<file path="src/rtl/writeback_unit.sv">
// Writeback stage: selects/extends completed results, queues them in order and drives the
// register-file write port, with bypass lookup of pending (uncommitted) writes.
module writeback_unit #(
  parameter int unsigned WORD  = 64,
  parameter int unsigned DEPTH = 2
) (
  input  logic              write_clk,
  input  logic              reset,
  input  logic              in_valid,
  output logic              in_ready,
  input  logic [4:0]        in_rd,
  input  logic              in_reg_write,
  input  logic              in_mem_to_reg,
  input  logic [10:0]       in_opcode,
  input  logic [WORD-1:0]   in_alu_result,
  input  logic [WORD-1:0]   in_mem_data,
  output logic              rf_we,
  output logic [4:0]        rf_waddr,
  output logic [WORD-1:0]   rf_wdata,
  input  logic              rf_ready,
  input  logic [4:0]        byp_addr1,
  input  logic [4:0]        byp_addr2,
  output logic              byp_hit1,
  output logic              byp_hit2,
  output logic [WORD-1:0]   byp_data1,
  output logic [WORD-1:0]   byp_data2,
  output logic              idle
);

  localparam int unsigned PtrW = $clog2(DEPTH);
  localparam int unsigned CntW = $clog2(DEPTH + 1);

  localparam logic [10:0] OpLdurb  = 11'b00111000010;
  localparam logic [10:0] OpLdurh  = 11'b01111000010;
  localparam logic [10:0] OpLdursw = 11'b10111000100;

  logic [4:0]      rd_q   [DEPTH];
  logic [WORD-1:0] data_q [DEPTH];
  logic [PtrW-1:0] head_q, tail_q;
  logic [CntW-1:0] count_q;

  logic            enq, deq, accept;
  logic [WORD-1:0] sel_data, ext_data;

  assign in_ready = (count_q < CntW'(DEPTH));
  assign idle     = (count_q == '0);
  assign rf_we    = !idle;
  assign rf_waddr = rd_q[head_q];
  assign rf_wdata = data_q[head_q];

  assign accept = in_valid && in_ready;
  // Accepted items that write nothing (or target XZR) are consumed but never queued.
  assign enq    = accept && in_reg_write && (in_rd != 5'd31);
  assign deq    = rf_we && rf_ready;

  always_comb begin
    sel_data = in_mem_to_reg ? in_mem_data : in_alu_result;
    ext_data = sel_data;
    if (in_mem_to_reg) begin
      unique case (in_opcode)
        OpLdurb:  ext_data = {{(WORD-8){1'b0}}, sel_data[7:0]};
        OpLdurh:  ext_data = {{(WORD-16){1'b0}}, sel_data[15:0]};
        OpLdursw: ext_data = {{(WORD-32){sel_data[31]}}, sel_data[31:0]};
        default:  ext_data = sel_data;
      endcase
    end
  end

  // Walk oldest to youngest so the last match wins and yields the youngest pending data.
  always_comb begin
    logic [PtrW-1:0] idx;
    byp_hit1  = 1'b0;
    byp_hit2  = 1'b0;
    byp_data1 = '0;
    byp_data2 = '0;
    idx       = '0;
    for (int i = 0; i < int'(DEPTH); i++) begin
      idx = head_q + PtrW'(i);
      if (CntW'(i) < count_q) begin
        if (byp_addr1 != 5'd31 && rd_q[idx] == byp_addr1) begin
          byp_hit1  = 1'b1;
          byp_data1 = data_q[idx];
        end
        if (byp_addr2 != 5'd31 && rd_q[idx] == byp_addr2) begin
          byp_hit2  = 1'b1;
          byp_data2 = data_q[idx];
        end
      end
    end
  end

  always_ff @(posedge write_clk) begin
    if (reset) begin
      head_q  <= '0;
      tail_q  <= '0;
      count_q <= '0;
      for (int i = 0; i < int'(DEPTH); i++) begin
        rd_q[i]   <= '0;
        data_q[i] <= '0;
      end
    end else begin
      if (enq) begin
        rd_q[tail_q]   <= in_rd;
        data_q[tail_q] <= ext_data;
        tail_q         <= tail_q + 1'b1;
      end
      if (deq) begin
        head_q <= head_q + 1'b1;
      end
      if (enq && !deq) begin
        count_q <= count_q + 1'b1;
      end else if (!enq && deq) begin
        count_q <= count_q - 1'b1;
      end
    end
  end

endmodule

</file>
<file path="config.mk">
export PLATFORM = sky130hd
export DESIGN_NAME = writeback_unit
export DESIGN_NICKNAME = d
export VERILOG_FILES = /design/src/rtl/writeback_unit.sv
export SDC_FILE = /design/constraint.sdc
export NUM_CORES = 1
export LEC_CHECK = 0
export CAP_MARGIN = 10
export CORE_MARGIN = 1
export CORE_UTILIZATION = 50
export DETAILED_ROUTE_END_ITERATION = 8
export GPL_TIMING_DRIVEN = 1
export PLACE_DENSITY = 0.88
export SKIP_LAST_GASP = 1
export SLEW_MARGIN = 5
export SYNTH_ARGS = -nofsm -noshare
export SYNTH_HDL_FRONTEND = slang
export SYNTH_SLANG_ARGS = --single-unit
</file>
<file path="constraint.sdc">
create_clock -name write_clk -period 6.9 [get_ports write_clk]
set_input_delay 1.035 -clock write_clk [delete_from_list [all_inputs] [get_ports write_clk]]
set_output_delay 1.035 -clock write_clk [all_outputs]
set_load 0.02 [all_outputs]
</file>
# Word level (Yosys, flattened, before mapping)

Memories as Yosys holds them, arrays and structs flattened. A register that Yosys moved wholly into a read port is not among the register bits.
Index checks and enable logic that the tools add are counted.

Shift operators: 0
Bitwise gates (word level): 0
Multipliers: 0
Multiplexer cells: 36
Equality and inequality tests: 10
Magnitude comparators: 3
Add/subtract/negate cells: 4
Reductions and logical operators: 17
Divide/modulo/power cells: 0

Operator list:

| kind                   | number |
|---|---|
| $mux W64               | 11 |
| $pmux W64 S3           | 1 |
| $reduce_or A64 Y1      | 1 |
| $mux W1                | 21 |
| $eq A5 B5 Y1           | 4 |
| $ne A5 B5 Y1 const B   | 3 |
| $eq A11 B10 Y1 const B | 1 |
| $eq A11 B11 Y1 const B | 1 |
| $eq A11 B9 Y1 const B  | 1 |
| $logic_and A1 B1 Y1    | 10 |
| $mux W5                | 1 |
| $reduce_or A5 Y1       | 1 |
| $lt A1 B2 Y1 const A   | 2 |
| $mux W2                | 2 |
| $logic_not A1 Y1       | 3 |
| $add A1 B1 Y1 const B  | 2 |
| $add A2 B1 Y2 const B  | 1 |
| $logic_not A2 Y1       | 1 |
| $lt A2 B2 Y1 const B   | 1 |
| $reduce_bool A2 Y1     | 1 |
| $sub A2 B1 Y2 const B  | 1 |

ROM bits: 0
Logic and storage cells: 75
Input port bits: 160
Memory bits (writable): 138
Latch bits: 0
Output and inout port bits: 202
Memories kept: 2
Bits in registers: 4

Memories:

| name   | depth | width | read ports | clocked after Yosys merged registers in | wr ports | RTL line | text |
|---|---|---|---|---|---|---|---|
| data_q | 2     | 64    | 2          | 1                                       | 2        | 38       | `logic [WORD-1:0] data_q [DEPTH];` |
| rd_q   | 2     | 5     | 2          | 1                                       | 2        | 37       | `logic [4:0] rd_q [DEPTH];` |

# Longest topological paths before layout

Word-level depth: 9
Depth in mapped cells: 10
Gate-level depth less buffers: 9

# Worst setup path after synthesis

OpenSTA, ideal clock, no wires.

Path type: input to register
From: input in_rd[3]
To: memory data_q[1][0], enable pin
Data required time: 6177 ps
Slack: 2963 ps
Buffers on the path: 2
Cell stages on the path: 6
Arrival: 3214 ps
Cells stage by stage: nand4_1 -> o2111a_1 -> clkbuf_1 -> nand3_1 -> clkbuf_1 -> nand2_1

RTL lines:

| item        | RTL line | text |
|---|---|---|
| from (decl) | 11       | `input logic [4:0] in_rd,` |
| to (decl)   | 38       |  |

# Worst setup path in the final report

From: input byp_addr1[1]
To: output byp_data1[34]

Cells in the longest elaborated chain, start to end: 6
Elaborated cells between the ends (all ways): 9

RTL lines:

| item                                         | RTL line | text |
|---|---|---|
| from (decl)                                  | 21       | `input logic [4:0] byp_addr1,` |
| $ne A5 B5 Y1 or $eq A5 B5 Y1 (tied branches) | 80       | `if (byp_addr1 != 5'd31 && rd_q[idx] == byp_addr1) begin` |
| $logic_and A1 B1 Y1                          | 80       |  |
| $mux W64                                     | 80       |  |
| $mux W64                                     | 79       | `if (CntW'(i) < count_q) begin` |
| $mux W64                                     | 80       |  |
| $mux W64 *                                   | 79       |  |
| to (decl)                                    | 25       | `output logic [WORD-1:0] byp_data1,` |

Every way passes the cells marked *; elsewhere a longest branch is shown, timed or not.

==> qor.txt <==
Leakage - 6.13 nW
Worst Setup Start Kind - input port
Multi-input gate area - 5230 um^2
Finished Cell Area - 14400 um^2
Vias in the first global route - 9529
Slowest cell delay on critical path - 0.67 ns
First-iteration detailed-routing DRC count - 711
Area growth from synthesis to layout - 42.2%
WL met2 - 17.8 mm
Worst path buffer plus inverter count - 3
CTS tree - built
Fin crit share - 74.9%
Hold_ws - 0.526 ns
Sequential cell area - 4250 um^2
Worst-path clk slew - 0.06 ns
Nets - 1524
Final Setup Violations - 0
Slew Limit Fails - 0
Fillers - 1432
YS warnings - 0
Port Buffers - 361
Maxcap violations - 0
Antenna violations before repair - 1
Maximum number of pins on one net before global-route repair - 70
All-layer global routing usage - 32.8%
Clk_skew - 0.00819 ns
Most frequent CP cell - clkdlybuf4s50_1
Post-DR vias/cell - 5.88
Worst Path Arrival - 4.13 ns
Max Used Layer - met4
Ports - 362
Starting Density - 51.6%
Final HPWL DP - 23.7 mm
Post-synthesis cell count - 1056
CP top delay family - buffers and inverters
Placed cell area - 13800 um^2
Vias post-DR - 9638
Slowest CP cell - or4_4
Sequential share of the synthesized area - 41.9%
Cell Rows - 51
Wire length of the first global-routing pass - 51.2 mm
Core Area - 19700 um^2
Root buffer cell - clkbuf_16
Final core utilization - 73.3%
Worst Setup Path Type - input port to primary output
CTS Buf Count - 17
Worst vdd ir - 168 uV
DRC viols - 0
Die height - 144 um
Post-CTS setup buffer count - 0
Final Hold Viols - 0
Layout cells sized above 1 - 4.51%
DRT met1 WL - 12.3 mm
CP required - 5.86 ns
Pre-antenna DRT Iters - 6
Mean Syn Cell Area - 9.60 um^2
RSZ-0062 raised after global routing - false
Crit end category - primary output
Final min period - 5.17 ns
Cell area after synthesis - 10100 um^2
Clk buf depth - 2
Post-synthesis net count - 1219
Final std cells w/o fill - 1640
Post-route ant nets - 0
Flops & latches, synth - 143
Headroom to the max-slew limit - 15.7%
CTS H-tree depth - 4
Tightest Hold Check Type - flop to flop
Max Clock Freq - 0.193 GHz
Die span in x - 144 um
Clk_lat worst skew - 0.42 ns
Worst slew pin tran - 1.26 ns
Status - finished clean
Final GP Congestion - 0.923
Placed cell count - 1607
Synth cell types - 36
P per Cell Area - 243 nW/um^2
Die area - 20800 um^2
Grt ovf - 0
Routed length on met3 - 3.05 mm
TritonCTS Sinks - 143
Critical path fanouts, max - 38
Worst-path cell chain - clkdlybuf4s50_1 -> nand3_1 -> nor2_1 -> or4_4 -> buf_4 -> mux2i_1 -> clkdlybuf4s50_1
Hold Buf Count CTS - 0
Final wirelength - 34.7 mm
Routed len/inst - 21.2 um
Setup tns final - 0 ns
CTS resizes - 0
path summary, 6_finish.rpt:
kind	startpoint	endpoint	slack (ns)	cells after the start
worst min register to register	count_q[1]	count_q[1]	0.53	2
worst max-delay path	byp_addr1[1]	byp_data1[34]	1.73	7
worst min-delay path	count_q[1]	count_q[1]	0.53	2
worst max register to register	count_q[1]	data_q[1][22]	3.84	4
Yosys cell counts, drive strengths merged:
library cell / n / share of area, %
a21o: 2 / 0.15
a21oi: 3 / 0.15
a22oi: 16 / 1.2
a31oi: 3 / 0.19
and2: 27 / 1.7
and3: 2 / 0.12
buf: 28 / 2.0
clkbuf: 64 / 2.4
clkinv: 1 / 0.037
dfxtp: 5 / 0.99
edfxtp: 138 / 41
ha: 3 / 0.37
inv: 73 / 2.7
mux2: 3 / 0.33
mux2i: 272 / 27
nand2: 18 / 0.67
nand2b: 1 / 0.062
nand3: 135 / 6.7
nand4: 3 / 0.19
nand4b: 1 / 0.086
nor2: 185 / 6.9
nor3b: 1 / 0.074
nor4: 3 / 0.19
o2111a: 1 / 0.11
o21ai: 1 / 0.049
o22ai: 31 / 1.9
o2bb2ai: 8 / 0.69
or2: 1 / 0.062
or3b: 1 / 0.086
or4: 2 / 0.15
or4bb: 1 / 0.11
xnor2: 13 / 1.1
xor2: 10 / 0.86
metrics by stage:
step / setup slack [ns] / power [mW]
finish: 1.73 / 3.50
CTS: 1.76 / 3.49
detailed placement: 1.77 / 2.58
global placement: 1.81 / 2.55
floorplan: 2.96 / 1.98
global route: 1.61 / 3.63
cell usage in the layout, fill, tap and decap left out, drive strengths merged, types with 5 or more instances in the layout:
cell type | netlist | routed
a22oi | 16 | 16
and2 | 27 | 27
buf | 28 | 18
clkbuf | 64 | 19
clkdlybuf4s50 | 0 | 360
clkinv | 1 | 9
dfxtp | 5 | 5
edfxtp | 138 | 138
inv | 73 | 74
mux2i | 272 | 272
nand2 | 18 | 18
nand3 | 135 | 135
nor2 | 185 | 185
o22ai | 31 | 31
o2bb2ai | 8 | 8
xnor2 | 13 | 13
xor2 | 10 | 10
cells by family (layout without fill, tap and decap cells):
kind of cell	Yosys count	count (layout)	share of synthesized area [%]
xor gates and xnor gates	23	23	1.99
muxes	275	275	27.2
DFF	143	143	41.9
buffers and inverters	166	484	7.15
other	0	1	0
AOI/OAI and AO/OA	65	65	4.43
and+or+nand+nor	381	381	17.0
adders and majority gates	3	3	0.370
state kept, by name, indices dropped and copies added, names as in the netlist, named ones only:
| signal | cells |
|---|---|
| rd_q | 10 |
| head_q | 1 |
| data_q | 128 |
| tail_q | 1 |
| count_q | 2 |
worst reg2reg max path, delay by kind of cell, from the launching register on:
kind	cells	cell delay, ns
DFF	1	0.32
and+or+nand+nor	2	1.71
buffers and inverters	1	0.16
AOI/OAI and AO/OA	1	0.44
final cells by class:
cell class / instances / area share [%]
inverters: 74 / 1.93
flip-flops and latches: 143 / 29.5
repair buffers: 378 / 25.9
multi-input cells: 747 / 36.3
clock buffers: 19 / 3.01
well taps: 265 / 2.30
clock inverters: 13 / 1.01
diodes: 1 / 0.0174
layer usage:
metal | vias to the layer above | track usage (%)
li1 | 4353 | -
met1 | 4594 | 37.0
met2 | 583 | 58.7
met3 | 108 | 6.69
met4 | 0 | 16.6
met5 | - | 0
report_power, final:
group | leakage, nW | internal, mW | total (mW) | switching, mW
registers | 1.49 | 1.05 | 1.12 | 0.0710
clock network | 0.281 | 0.563 | 0.913 | 0.350
logic | 4.37 | 0.570 | 1.47 | 0.901
total | 6.13 | 2.18 | 3.50 | 1.32
(Power assumes the default switching activity.)
